[config.mk]
export PLATFORM = sky130hd
export DESIGN_NAME = seq_multiplier_param
export DESIGN_NICKNAME = d
export VERILOG_FILES = /design/src/rtl/seq_multiplier_param.sv
export SDC_FILE = /design/constraint.sdc
export NUM_CORES = 1
export LEC_CHECK = 0
export ABC_AREA = 1
export CAP_MARGIN = 15
export CORE_ASPECT_RATIO = 0.7
export CORE_MARGIN = 5
export CORE_UTILIZATION = 50
export DETAILED_ROUTE_END_ITERATION = 10
export GPL_ROUTABILITY_DRIVEN = 0
export GPL_TIMING_DRIVEN = 0
export HOLD_SLACK_MARGIN = 0.15
export PLACE_DENSITY = 0.7
export SLEW_MARGIN = 20
export SYNTH_ARGS = -nofsm -noshare
export SYNTH_HDL_FRONTEND = slang
export SYNTH_SLANG_ARGS = --single-unit
[constraint.sdc]
create_clock -name clk -period 5 [get_ports clk]
set_input_delay 0.75 -clock clk [delete_from_list [all_inputs] [get_ports clk]]
set_output_delay 0.75 -clock clk [all_outputs]
set_load 0.005 [all_outputs]
[src/rtl/seq_multiplier_param.sv]
// Sequential shift-add multiplier, WIDTH x WIDTH -> 2*WIDTH, signed or unsigned.
// Start/busy/done handshake, clock-enable stall, one iteration per enabled cycle.
module seq_multiplier_param #(
   parameter int WIDTH = 32
) (
   input  logic               clk,
   input  logic               reset,
   input  logic               en,
   input  logic               start,
   input  logic               signed_op,
   input  logic [WIDTH-1:0]   a,
   input  logic [WIDTH-1:0]   b,
   output logic               busy,
   output logic               done,
   output logic [2*WIDTH-1:0] result
);

   localparam int CW = (WIDTH > 1) ? $clog2(WIDTH) : 1;
   localparam logic [CW-1:0] LAST = CW'(WIDTH - 1);

   typedef enum logic {
      S_IDLE = 1'b0,
      S_RUN  = 1'b1
   } state_t;

   state_t               r_state;
   state_t               w_state_nxt;
   logic [2*WIDTH-1:0]   r_mcand;
   logic [WIDTH-1:0]     r_mplier;
   logic [2*WIDTH-1:0]   r_acc;
   logic [CW-1:0]        r_cnt;
   logic                 r_mode;
   logic                 r_busy;
   logic                 r_done;
   logic [2*WIDTH-1:0]   r_result;

   logic                 w_last;
   logic                 w_busy_nxt;
   logic                 w_done_nxt;
   logic [2*WIDTH-1:0]   w_ext_a;
   logic [2*WIDTH-1:0]   w_addend;
   logic [2*WIDTH-1:0]   w_acc_nxt;

   assign w_last   = (r_cnt == LAST);
   assign w_ext_a  = signed_op ? {{WIDTH{a[WIDTH-1]}}, a}
                               : {{WIDTH{1'b0}}, a};
   assign w_addend = r_mplier[0] ? r_mcand : '0;
   // Multiplier MSB carries negative weight in signed mode.
   assign w_acc_nxt = (w_last && r_mode) ? (r_acc - w_addend)
                                         : (r_acc + w_addend);

   always_ff @(posedge clk) begin
      if (!reset) begin
         r_state <= S_IDLE;
      end else if (en) begin
         r_state <= w_state_nxt;
      end
   end

   always_comb begin
      w_state_nxt = r_state;
      unique case (r_state)
         S_IDLE: if (start)  w_state_nxt = S_RUN;
         S_RUN:  if (w_last) w_state_nxt = S_IDLE;
         default:            w_state_nxt = S_IDLE;
      endcase
   end

   always_comb begin
      w_busy_nxt = 1'b0;
      w_done_nxt = 1'b0;
      unique case (r_state)
         S_IDLE: w_busy_nxt = start;
         S_RUN: begin
            w_busy_nxt = !w_last;
            w_done_nxt = w_last;
         end
         default: ;
      endcase
   end

   always_ff @(posedge clk) begin
      if (!reset) begin
         r_mcand  <= '0;
         r_mplier <= '0;
         r_acc    <= '0;
         r_cnt    <= '0;
         r_mode   <= 1'b0;
         r_busy   <= 1'b0;
         r_done   <= 1'b0;
         r_result <= '0;
      end else if (en) begin
         r_busy <= w_busy_nxt;
         r_done <= w_done_nxt;
         if (r_state == S_IDLE) begin
            if (start) begin
               r_mcand  <= w_ext_a;
               r_mplier <= b;
               r_mode   <= signed_op;
               r_acc    <= '0;
               r_cnt    <= '0;
            end
         end else begin
            r_acc    <= w_acc_nxt;
            r_mcand  <= r_mcand << 1;
            r_mplier <= r_mplier >> 1;
            r_cnt    <= r_cnt + CW'(1);
            if (w_last) begin
               r_result <= w_acc_nxt;
            end
         end
      end
   end

   assign busy   = r_busy;
   assign done   = r_done;
   assign result = r_result;

endmodule
==> impl_summary.txt <==
----------------------------------------------------
[Timing]
  Final setup skew ... 0.0132 ns
  Relative max-transition margin ... 32.1%
  Slew @ Worst Pin ... 1.01 ns
  Maximum clock frequency ... 0.213 GHz
  Period utilisation layout ... 93.8%
  Hold Violations, Final ... 0
  Count of endpoints failing setup in the final report ... 0
  Final min period ... 4.69 ns
  Post-route worst hold slack ... 0.450 ns
  Final Slew Violations ... 0
  Setup slack of the critical path after layout ... 0.312 ns

[Route]
  Antenna Violating Nets Remaining ... 0
  Drt drc ... 0
  First-iteration detailed-routing DRC count ... 2,076
  Drt wl/cell ... 17.6 um
  Routed wire length ... 57,200 um
  Via count ... 17,973
  Per-cell via count in the routed design ... 5.54
  First-pass detailed-route iteration total ... 6

[Hold path]
  Hold depth ... 2
  Path class of the lowest-slack min-delay path ... reg -> reg

[Global routing]
  Pin count of the biggest net entering global routing ... 14
  Vias in the first global route ... 16,287
  Wire length of the first global-routing pass ... 88,000 um
  GR Util All Layers ... 30.2%
  Initial antenna violation count ... 0
  Total overflow reported by the global router ... 0

[Synth]
  Top flip-flop cell by instance count after synthesis ... dfxtp_1
  Proportion of register bits with asynchronous set or reset after synthesis ... 0%
  Fraction of synthesized cell area taken by the top area cell type ... 28.8%
  Library cell occupying the most area in the post-synthesis netlist ... dfxtp_1
  Share of synthesized area occupied by flip-flops and latches ... 28.8%
  Cell area after synthesis ... 16,200 sq um
  Average cell area after synthesis ... 6.13 sq um
  Count of synthesis-stage warnings from yosys ... 0
  Library cells used by synthesis ... 49
  Leading cell types by total area after synthesis ... dfxtp_1 29%, nand2_1 22%, inv_1 7.6%, a21oi_1 6.5%, ha_1 5.1%
  Number of enable flip-flop cells after synthesis ... 0
  Synthesized net count ... 2,771
  Commonest cells in the synthesized netlist ... 943 x nand2_1, 326 x inv_1, 232 x dfxtp_1, 210 x a21oi_1, 156 x o21ai_0
  Synth Instances ... 2,635
  Number of storage elements in the synthesis netlist ... 232
  Most frequently used cell type in the post-synthesis netlist ... nand2_1

[Final layout]
  Share of cells above drive strength 1 ... 4.33%
  Utilization after layout ... 59.0%
  Layout Area Growth over Synthesis ... 17.1%
  Layout net count ... 2,935
  Non-filler cells in the finished layout ... 3,243
  Antenna cell count ... 0

[Placed design]
  Number of port buffers ... 133
  Minimum setup slack after placement ... 0.112 ns
  Placed cells ... 3,195
  DPL Wire Length ... 45,900 um

[Clock tree]
  CTS buffer count ... 26
  TritonCTS clock tree ... built
  Clock sink count ... 232
  Clock transition time at the flip-flop clock pins of the worst setup and hold paths ... 0.06 ns
  Clock root buffer master ... clkbuf_16
  Number of levels in the clock H-tree ... 1
  Hold-fix buffer count after cts ... 0
  Clock Tree Buf Depth ... 3
  Clock latency on the worst-skew pair ... 0.56 ns

[Critical path]
  Critical path peak fanout ... 10
  Kind of capture point of the worst setup path ... flop
  Required time reported for the critical path endpoint ... 5.43 ns
  FF-to-FF path depth ... 21
  Class of the most critical setup path ... reg -> reg
  Startpoint types ... flop
  Arr. time, crit path ... 5.11 ns
  Worst-case register-to-register setup slack ... 0.31 ns

[Floorplanning]
  Placement Rows ... 55
  Placeable core region ... 32,100 sq um
  Die footprint ... 36,100 sq um
  Die H ... 160 um
  Die X-Extent ... 225 um
  Starting Density ... 50.4%
  Number of primary I/O pins ... 135

[Power]
  Maximum vdd drop ... 0.296 mV
  Static leakage power ... 9.32 nW
  Pwr dens ... 333 nW/um^2

[Flow run]
  Max-Cap Viols ... 0

[Outcome]
  Status ... complete, no violations

----------------------------------------------------
-- final timing paths --
| kind | to | startpoint |
|---|---|---|
| max | r_acc[48] | r_cnt[0] |
| min | result[35] | result[35] |
| max reg2reg | r_acc[48] | r_cnt[0] |
| min reg2reg | result[35] | result[35] |
-- placed cells by master, fill, tap and decap left out, drive strengths merged, types with 3 or more instances in the layout --
| cell type | instances |
|---|---|
| buf | 22 |
| xnor2 | 25 |
| inv | 332 |
| xor2 | 63 |
| nand4 | 15 |
| nor4 | 7 |
| dfxtp | 232 |
| clkdlybuf4s50 | 133 |
| nand3 | 130 |
| or2 | 7 |
| ha | 66 |
| nor3 | 21 |
| o21bai | 15 |
| nand2 | 970 |
| nand3b | 12 |
| clkbuf | 115 |
| clkinvlp | 3 |
| and3 | 5 |
| a31oi | 64 |
| clkinv | 6 |
| o21ai | 164 |
| a22o | 20 |
| nor2 | 160 |
| a21oi | 212 |
-- through the flow --
stage,power [W],cell area [sq um],setup TNS [ns]
final,0.00631,18900,0
after global routing,0.00663,18900,-0.000428
after CTS,0.00626,18900,0
after detailed placement,0.00428,18000,0
after global placement,0.00423,18000,0
after floorplan,0.00361,16200,0
-- cell families (layout without fill, tap and decap cells) --
group	Yosys count	in the layout	share of synthesized area, %
flip-flops	232	232	28.8
adder cells (fa/ha/maj)	67	67	5.24
buffers and inverters	432	613	10.5
AO/OA/AOI/OAI	484	484	16.5
XOR/XNOR	88	88	4.77
AND/OR/NAND/NOR	1332	1332	34.2
-- registers in the layout, summed over array words and instances (netlist names) --
name	cells
r_acc	64
r_mcand	64
result	64
r_mplier	32
r_cnt	5
done	1
r_mode	1
r_state	1
-- repair_timing --
action                                  4_1_cts  5_1_grt
resized for setup                             0        6
buffers inserted                              0        3
endpoints found under the setup margin        0       18
-- per-layer routing --
metal / vias to the layer above / share of wire [%] / global-route usage, %
li1: 8768 / - / -
met1: 8230 / 45 / 43.2
met3: 119 / 11 / 8.70
met5: - / 0 / 0
met4: 0 / 3.8 / 10.2
met2: 856 / 40 / 43.7
-- worst max-delay path, cell delays in order (launching register included) --
cell        delay, ns
dfxtp_1          0.34
ha_1             0.20
inv_1            0.09
nor2_1           0.06
ha_1             0.20
nand2_1          0.37
clkinvlp_4       0.17
buf_4            0.19
clkbuf_2         0.27
nor2_1           0.20
xnor2_1          0.13
inv_1            0.09
ha_1             0.37
nand2_1          0.13
nor2_1           0.36
nand2_1          0.28
nor3_2           0.37
nand3_1          0.35
nand3_1          0.16
nand2_1          0.07
nand3_1          0.07
a21oi_1          0.07
-- layout make-up --
cell class              instances  area (sq um)
flip-flops and latches        232          4640
inverters                     332          1250
clock buffers                  34           752
repair buffers                136          1350
multi-input cells            1971          9810
fillers                      3231         13200
plain buffers                 100           454
well taps                     427           534
clock inverters                11           114
-- power breakdown --
group / switching (W) / total [W] / internal, W
Clock: 0.000835 / 0.00199 / 0.00116
Combinational: 0.00157 / 0.00229 / 0.000722
Sequential: 0.0000763 / 0.00202 / 0.00195
Power figures use the tool's default switching activity.
